--- src/rtl/seg_scan_3digit.sv ---
// rtl/seg_scan_3digit.sv - three-digit multiplexed 7-segment scanner with dead time and leading-zero blanking
// Digit codes are shadowed once per frame so a frame never mixes old and new values.
module seg_scan_3digit #(
  parameter int TICK_DIV = 50000,
  parameter int DEAD     = 4
) (
  input  logic       clock,
  input  logic       rst_n,
  input  logic [6:0] digi_0,
  input  logic [6:0] digi_1,
  input  logic [6:0] digi_2,
  input  logic       blank_lead,
  output logic [6:0] seg,
  output logic [2:0] an,
  output logic       frame_start
);

  localparam int CW = $clog2(TICK_DIV);
  localparam logic [CW-1:0] LAST = CW'(TICK_DIV - 1);
  localparam logic [6:0] ZERO = 7'b0111111;

  logic [CW-1:0] cnt;
  logic [1:0]    idx;
  logic [6:0]    sh_0;
  logic [6:0]    sh_1;
  logic [6:0]    sh_2;
  logic          sh_bl;

  logic          slot_end;
  logic          frame_end;
  logic          in_dead;
  logic          b1;
  logic          b2;
  logic [2:0]    an_next;
  logic [6:0]    seg_next;

  assign slot_end  = (cnt == LAST);
  assign frame_end = slot_end && (idx == 2'd2);

  // With no dead time the compare would be constant, so it is elaborated away.
  generate
    if (DEAD == 0) begin : g_no_dead
      assign in_dead = 1'b0;
    end else begin : g_dead
      localparam logic [CW-1:0] DEAD_C = CW'(DEAD);
      assign in_dead = (cnt < DEAD_C);
    end
  endgenerate

  assign b2 = sh_bl && (sh_2 == ZERO);
  assign b1 = b2 && (sh_1 == ZERO);

  always_comb begin
    an_next  = 3'b000;
    seg_next = 7'd0;
    if (!in_dead) begin
      case (idx)
        2'd0: begin
          an_next  = 3'b001;
          seg_next = sh_0;
        end
        2'd1: begin
          an_next  = 3'b010;
          seg_next = b1 ? 7'd0 : sh_1;
        end
        2'd2: begin
          an_next  = 3'b100;
          seg_next = b2 ? 7'd0 : sh_2;
        end
        default: begin
          an_next  = 3'b000;
          seg_next = 7'd0;
        end
      endcase
    end
  end

  always_ff @(posedge clock or negedge rst_n) begin
    if (!rst_n) begin
      cnt <= '0;
      idx <= 2'd0;
    end else if (slot_end) begin
      cnt <= '0;
      idx <= (idx == 2'd2) ? 2'd0 : idx + 2'd1;
    end else begin
      cnt <= cnt + 1'b1;
    end
  end

  always_ff @(posedge clock or negedge rst_n) begin
    if (!rst_n) begin
      sh_0  <= 7'd0;
      sh_1  <= 7'd0;
      sh_2  <= 7'd0;
      sh_bl <= 1'b0;
    end else if (frame_end) begin
      sh_0  <= digi_0;
      sh_1  <= digi_1;
      sh_2  <= digi_2;
      sh_bl <= blank_lead;
    end
  end

  always_ff @(posedge clock or negedge rst_n) begin
    if (!rst_n) begin
      seg         <= 7'd0;
      an          <= 3'b000;
      frame_start <= 1'b0;
    end else begin
      seg         <= seg_next;
      an          <= an_next;
      frame_start <= (idx == 2'd0) && (cnt == '0);
    end
  end

endmodule

--- config.mk ---
export PLATFORM = sky130hd
export DESIGN_NAME = seg_scan_3digit
export DESIGN_NICKNAME = d
export VERILOG_FILES = /design/src/rtl/seg_scan_3digit.sv
export SDC_FILE = /design/constraint.sdc
export NUM_CORES = 1
export LEC_CHECK = 0
export BUFFER_PORTS_ARGS = -buffer_cell sky130_fd_sc_hd__clkbuf_2
export CORE_MARGIN = 2
export CORE_UTILIZATION = 40
export CTS_CLUSTER_DIAMETER = 40
export CTS_CLUSTER_SIZE = 30
export DETAILED_ROUTE_END_ITERATION = 12
export MAX_ROUTING_LAYER = met4
export SLEW_MARGIN = 10
export SYNTH_ARGS = -nofsm -noshare
export SYNTH_HDL_FRONTEND = slang
export SYNTH_SLANG_ARGS = --single-unit
--- constraint.sdc ---
create_clock -name clock -period 2.3 [get_ports clock]
set_clock_uncertainty 0.05 [all_clocks]
set_input_delay 0.46 -clock clock [delete_from_list [all_inputs] [get_ports clock]]
set_output_delay 0.46 -clock clock [all_outputs]
set_load 0.03 [all_outputs]
# == After elaboration in Yosys (flattened, before gate mapping) ==
# Cells that the tools add are included.
# W data, S select, Z words.
# word_totals
regBits,51
in_bits,24
out_inout_bits,11
elab_cells,31
# op_classes
n_addsub,2
order_cmp,1
n_eq_ne,5
muxes,8
reduce_logical,6
# ops
operator,count
$mux W7,3
$pmux W7 S3,1
$add A16 B1 Y16 const B,1
$eq A16 B16 Y1 const B,1
$logic_not A16 Y1,1
$lt A16 B3 Y1 const B,1
$mux W16,1
$eq A7 B6 Y1 const B,2
$pmux W3 S3,1
$logic_and A1 B1 Y1,4
$mux W3,1
$add A2 B1 Y2 const B,1
$eq A2 B1 Y1 const B,1
$eq A2 B2 Y1 const B,1
$logic_not A2 Y1,1
$mux W2,1

# == Longest topological paths before layout ==
# Gate-level depths: netlist of the first run.
# depth
depth_word,6
mapped_depth,7
ltp_nobuf,5

# == Worst setup path after synthesis of the first run ==
# Ideal clock, no wire load.
# synth_path
path_type,reg-to-reg
startpoint,register cnt[13]
endpoint,register sh_0[0]
setup_time_ns,0.125
t_arrival_ns,1.870
required_time_ns,2.125
path_slack_ns,0.254
stages_incl_launch_ff,7
n_path_buf,2
synth_period_minus_slack_ns,2.046
path_cell_list,dfrtp_1 -> nor4_4 -> nand2_2 -> or4_4 -> buf_6 -> buf_12 -> mux2_4
# synth_between
elab_chain_len,2
# synth_lines
element,line,source
start: declaration,22,logic [CW-1:0] cnt;
start signal: assignment,86,cnt <= cnt + 1'b1;
$eq A16 B16 Y1,37,assign slot_end = (cnt == LAST);
$logic_and A1 B1 Y1,38,assign frame_end = slot_end && (idx == 2'd2);
end signal: assignment,97,sh_0 <= digi_0;
end: declaration,24,logic [6:0] sh_0;
# No other way between the ends.
# A chain may end at the register's enable or synchronous reset.

# == Worst setup path in the final report of the first run ==
# layout_path
startpoint,register cnt[13]
endpoint,register sh_0[6]
# Same word-level chain as after synthesis.

==> results of run 1 <==
-- power breakdown --
part	switching, uW	internal, uW
combinational	47.2	50.8
sequential	16.3	922
clock	279	213
total	342	1190
-- metrics by stage --
stage	power, uW	hold WS [ps]	cell area, sq um	util
after detailed placement	1060	432	2560	0.459
after global routing	1600	119	2640	0.474
after global placement	1060	437	2560	0.459
final	1530	91.8	2640	0.474
after floorplan	1000	114	2330	-
after CTS	1560	102	2640	0.474
-- flip-flops by register name, indices dropped and copies added (netlist names) --
register / cells
cnt: 16
seg: 7
sh_0: 7
sh_1: 7
sh_2: 7
an: 3
idx: 2
frame_start: 1
sh_bl: 1
-- cells in the mapped netlist --
| library cell | number |
|---|---|
| nor4_1 | 3 |
| and4_1 | 3 |
| nand2b_1 | 2 |
| nand3_1 | 8 |
| xor2_1 | 9 |
| or4_4 | 1 |
| mux2_4 | 20 |
| nor2_1 | 22 |
| nor4_4 | 1 |
| dfrtp_1 | 51 |
| or3_1 | 1 |
| o21ai_0 | 1 |
| xnor2_1 | 4 |
| nor2b_1 | 2 |
| mux2i_1 | 1 |
| buf_6 | 2 |
| nand4_1 | 7 |
| and3_1 | 4 |
| nand2_2 | 1 |
| buf_12 | 2 |
| and4_2 | 1 |
| a21o_1 | 1 |
| ha_1 | 2 |
| nand2_1 | 4 |
| nor3_1 | 3 |
| clkbuf_1 | 6 |
| and4b_1 | 2 |
| a41oi_1 | 1 |
| mux2_2 | 4 |
| inv_1 | 2 |
| a222oi_1 | 6 |
| a21oi_1 | 3 |
-- final timing paths --
check                               startpoint             endpoint  slack, ps  cells past startpoint
max in group asynchronous                rst_n    cnt[13]$_DFF_PN0_       1540                      2
min in group clock                   digi_0[2]  sh_0[2]$_DFFE_PN0P_        330                      2
min reg2reg                sh_0[5]$_DFFE_PN0P_  sh_0[5]$_DFFE_PN0P_        470                      1
max                          cnt[13]$_DFF_PN0_  sh_0[6]$_DFFE_PN0P_        100                      4
max reg2reg                  cnt[13]$_DFF_PN0_  sh_0[6]$_DFFE_PN0P_        100                      4
min                                      rst_n  sh_2[6]$_DFFE_PN0P_         90                      1
-- logic make-up after synthesis --
| kind of cell | after synthesis | synth area share |
|---|---|---|
| simple gates | 65 | 0.158 |
| xor+xnor | 13 | 0.0490 |
| mux | 25 | 0.153 |
| fa+ha+maj | 2 | 0.0108 |
| compound gates | 12 | 0.0414 |
| flops | 51 | 0.549 |
| buf+inv | 12 | 0.0398 |
-- layer usage --
metal / vias up / global-route usage / wire length (microns)
li1: 722 / - / -
met1: 720 / 0.204 / 1990
met2: 50 / 0.236 / 1950
met3: 4 / 0.0404 / 249
met4: 0 / 0.0525 / 42
met5: - / - / 0
-- cell usage in the layout (no fill, tap or decap), drive strengths merged, types with 2 or more instances in the layout --
cell / Yosys / layout
nor3: 3 / 3
xor2: 9 / 9
nand3: 8 / 8
xnor2: 4 / 4
nand4: 7 / 7
dfrtp: 51 / 51
and4b: 2 / 2
clkbuf: 6 / 40
inv: 2 / 2
a222oi: 6 / 6
nand2: 5 / 5
mux2: 24 / 24
and4: 4 / 4
buf: 4 / 6
nor2: 22 / 22
nand2b: 2 / 2
and3: 4 / 4
nor4: 4 / 4
ha: 2 / 2
nor2b: 2 / 2
a21oi: 3 / 3
-- area by class of cell --
type	instances	share of cell area
well taps	72	0.0341
clock buffers	6	0.0274
flip-flops and latches	51	0.483
repair buffers	40	0.0861
clock inverters	2	0.00473
inverters	2	0.00284
multi-input cells	117	0.362
-- worst max-delay path, cell delays in order (launching register included) --
cell and delay (ps):
dfrtp_1 460, nor4_4 360, nand2_2 80, or4_4 760
mux2_4 360
==> results.toml, run 1 <==
[routing]
drt-wirelength-per-cell_microns = 14.6
num_vias = 1496
wirelength_microns = 4230
drt-vias-per-instance = 5.16
ant_nets = 0
drcViolationCount = 0
drt_iter0_drc = 160
dr.pass1.iters = 5

[place]
finalWeightedCongestion = 0.827
place.port_buffers = 34
placedCellCount = 282
post-place-ws_ps = 103
dpl.hpwl_microns = 3070

[cts]
numCtsBuffers = 5
post_cts_resized = 0
cts-root-to-sink-buffers = 2
cts_num_sinks = 51
htreeDepth = 2
cts_hold_buffers = 0
cts_root_buffer = "clkbuf_8"
cts_post_setup_buffers_inserted = 0
insertion_delay_ps = 300
tritoncts_clock_tree = "done"
path_clk_slew_ps = 90

[run_status]
status = "complete, no violations"

[timing]
rsz0062_at_grt = "false"
setup_violations = 0
fin_crit_sh = 0.955
timing_worst_slew_pin_value_ps = 583
worst_slew_margin_rel = 0.610
post-route-min-period_ps = 2200
fmax_mhz = 455
timing_hold_violations_final = 0
final.setup.tns_ps = 0
slew_violations = 0
setup_ws_ps = 104

[setup_path]
crit_path_max_fanout = 22
cp_data_arrival_time_ps = 2330
timing_worst_setup_path_type = "reg2reg"
crit_path_start_kind = "flop"
cp-end-kind = "flop"
critical_path_required_ps = 2440

[die]
ioPinCount = 35
dieArea_sq_um = 6440
core_area_sq_um = 5570
die_w_microns = 80.3
die_h_microns = 80.3
rows = 27
initial_core_util = 0.417

[layout]
layout-drive-gt1-share = 0.344
finish.cell_count_without_fillers = 290
final_net_count = 243
multiInputGateArea_sq_um = 957
antenna_cells_inserted = 0
areaGrowthSynthToFinish_pct = 13.7
area_taken_by_flip_flops_and_latches_sq_um = 1280
num-fill-cells = 539

[synth]
synth.net_count = 206
synth_top_cell_by_area = "dfrtp_1"
sequential_share_of_the_synthesized_area = 0.549
synth_area_leaders = "dfrtp_1 55%, mux2_4 13%, nor2_1 3.6%, xor2_1 3.4%, a222oi_1 2.6%"
syn-instance-count = 180
post_synth.cell_area_avg_sq_um = 12.9
post-synth-top-area-fraction = 0.549
post_synth_num_cell_types = 32
synth_area_sq_um = 2330
synthesis.yosys.warnings = 0
ys_ff_latch = 51

[grt]
number_of_global_route_vias_before_repair = 1568
grt_remaining_overflow = 0
grt_usage = 0.155
grt_start_max_net_pins = 32
grt_pass1_wl_microns = 7420
initial_antenna_violation_count = 0

[pwr]
static-leakage-power_uw = 0.00132
vdd.ir_drop.worst_mv = 0.333
power-per-cell-area_nw_per_um2 = 578

[min_path]
worstHoldPathType = "in2async"

[run]
cap_violations = 0
Note: power is estimated with default switching activity, not from simulation.
==> run 2, diff against run 1 <==
--- a/config.mk
+++ b/config.mk
@@ -5,7 +5,7 @@
 export SDC_FILE = /design/constraint.sdc
 export NUM_CORES = 1
 export LEC_CHECK = 0
-export BUFFER_PORTS_ARGS = -buffer_cell sky130_fd_sc_hd__clkbuf_2
+export BUFFER_PORTS_ARGS = -buffer_cell sky130_fd_sc_hd__buf_2
 export CORE_MARGIN = 2
 export CORE_UTILIZATION = 40
 export CTS_CLUSTER_DIAMETER = 40
==> run 2 against run 1 <==
- highest routed layer unchanged
- register-to-register slack better by 20 ps
- utilization decreased by 0.067 points
- critical path depth is the same
- clock power is 2% higher
- count of clock-buffer cells in the layout decreased by 1
- sequential share of layout area grew 0.069 points
- first-iteration DRC count is 12% lower
- critical endpoint is now sh_1[4]$_DFFE_PN0P_
- largest power group unchanged
==> results.toml, run 2 (synthesis gave the netlist of run 1 again) <==
[run_status]
status = "complete, no violations"

[cts]
cts_hold_buffers = 0
numCtsBuffers = 5
cts_num_sinks = 51
insertion_delay_ps = 310
cts_root_buffer = "clkbuf_8"
htreeDepth = 2
path_clk_slew_ps = 90
cts_post_setup_buffers_inserted = 0
tritoncts_clock_tree = "done"
cts-root-to-sink-buffers = 2
post_cts_resized = 0

[die]
ioPinCount = 35
die_h_microns = 80.3
initial_core_util = 0.417
rows = 27
dieArea_sq_um = 6440
core_area_sq_um = 5570
die_w_microns = 80.3

[pwr]
power_switching_uw = 355
power.combinational.fraction = 0.064
power-per-cell-area_nw_per_um2 = 583
totalPowerFinal_uw = 1540
power_report.internal_total_uw = 1180
seq_power_share = 0.610
static-leakage-power_uw = 0.00131
vdd.ir_drop.worst_mv = 0.257
power.share.switching = 0.230
power_frac_clock = 0.327

[routing]
drt-wirelength-per-cell_microns = 14.4
dr.pass1.iters = 4
drcViolationCount = 0
num_vias = 1467
drt-vias-per-instance = 5.08
wirelength_microns = 4170
drt_iter0_drc = 141
ant_nets = 0

[timing]
timing_worst_slew_pin_value_ps = 542
setup_ws_ps = 119
timing_hold_violations_final = 0
holdWs_ps = 72.2
fin_crit_sh = 0.948
fmax_mhz = 459
final.setup.tns_ps = 0
worst_slew_margin_rel = 0.634
setup_violations = 0
slew_violations = 0
rsz0062_at_grt = "false"
post-route-min-period_ps = 2180

[grt]
grt_remaining_overflow = 0
grt_pass1_wl_microns = 7210
number_of_global_route_vias_before_repair = 1537
grt_usage = 0.153
grt_start_max_net_pins = 31
use_met3 = 0.0337
gr-usage-met2 = 0.234
global_route.peak_usage_layer = "met2"
groute.layer.met1.usage = 0.203
initial_antenna_violation_count = 0

[layout]
antenna_cells_inserted = 0
finished_layout_cell_area_sq_um = 2640
largest_register_ffs = 16
final_net_count = 242
layout-drive-gt1-share = 0.346
mostFrequentLayoutCells = "51 x dfrtp_1, 34 x buf_2, 22 x nor2_1"
most_common_library_cell_in_the_layout_ignoring_fill_and_taps = "dfrtp_1"
num-fill-cells = 522
max_flop_register = "cnt"
areaGrowthSynthToFinish_pct = 13.5

[place]
place.port_buffers = 34
post-place-ws_ps = 132
detailed_place.area_sq_um = 2550
dpl.hpwl_microns = 3030
finalWeightedCongestion = 0.827

[setup_path]
critical_path_required_ps = 2440
timing_worst_setup_path_type = "reg2reg"
r2r_start = "cnt[13]$_DFF_PN0_"
cp-startpoint = "cnt[13]$_DFF_PN0_"
number_of_cells_traversed_by_the_worst_register_to_register_path = 4
worst_path_largest_cell_delay_ps = 760
crit_path_start_kind = "flop"
cp-end-kind = "flop"
crit_path_cell_trace = "nor4_4, nand2_2, or4_4, mux2_4"
slowest_stage = "or4_4"
cp_data_arrival_time_ps = 2320
crit_path_max_fanout = 22

[min_path]
worstHoldPathType = "in2async"

[run]
cap_violations = 0
-- run 2: changes by cell type in the layout (fill, tap and decap cells not counted), sizes merged --
| cell | delta |
|---|---|
| clkbuf | -35 |
| clkinvlp | +1 |
| buf | +33 |
-- run 2: power groups by stage --
stage	Combinational (uW)	Clock (uW)	Sequential [uW]
2_1_floorplan	36.0	0	964
5_1_grt	109	561	941
3_5_place_dp	101	0	955
4_1_cts	101	523	938
6_report	97.9	503	938
3_3_place_gp	99.4	0	955
-- run 2: per-stage QoR --
| stage | std cells | util |
|---|---|---|
| after floorplan | 180 | - |
| after global placement | 281 | 0.458 |
| after detailed placement | 281 | 0.458 |
| after CTS | 289 | 0.474 |
| after global routing | 289 | 0.474 |
| final | 289 | 0.474 |
-- run 2: final cells by class --
type	count	area, sq um	area share
clock buffers	5	68.8	0.0261
multi-input cells	117	957	0.363
well taps	72	90.1	0.0341
clock inverters	3	20.0	0.00758
flip-flops and latches	51	1280	0.483
inverters	2	7.51	0.00284
repair buffers	39	220	0.0834
-- run 2: per-layer routing --
| layer | share of wire | wire length (microns) |
|---|---|---|
| met5 | 0 | 0 |
| met4 | 0.010 | 42 |
| met3 | 0.036 | 152 |
| met2 | 0.46 | 1910 |
| met1 | 0.50 | 2060 |
-- run 2: critical path, delay by kind of cell, from the launching register on --
| family | cells | cell delay [ps] |
|---|---|---|
| simple gates | 3 | 1180 |
| flops | 1 | 450 |
| mux | 1 | 370 |
-- run 2: final timing paths --
path / to / slack [ps]
worst max-delay path: sh_1[4]$_DFFE_PN0P_ / 120
worst min-delay path: cnt[6]$_DFF_PN0_ / 70
worst max register to register: sh_1[4]$_DFFE_PN0P_ / 120
worst min register to register: cnt[0]$_DFF_PN0_ / 460
max in group asynchronous: sh_2[4]$_DFFE_PN0P_ / 1590
min in group clock: sh_2[1]$_DFFE_PN0P_ / 330
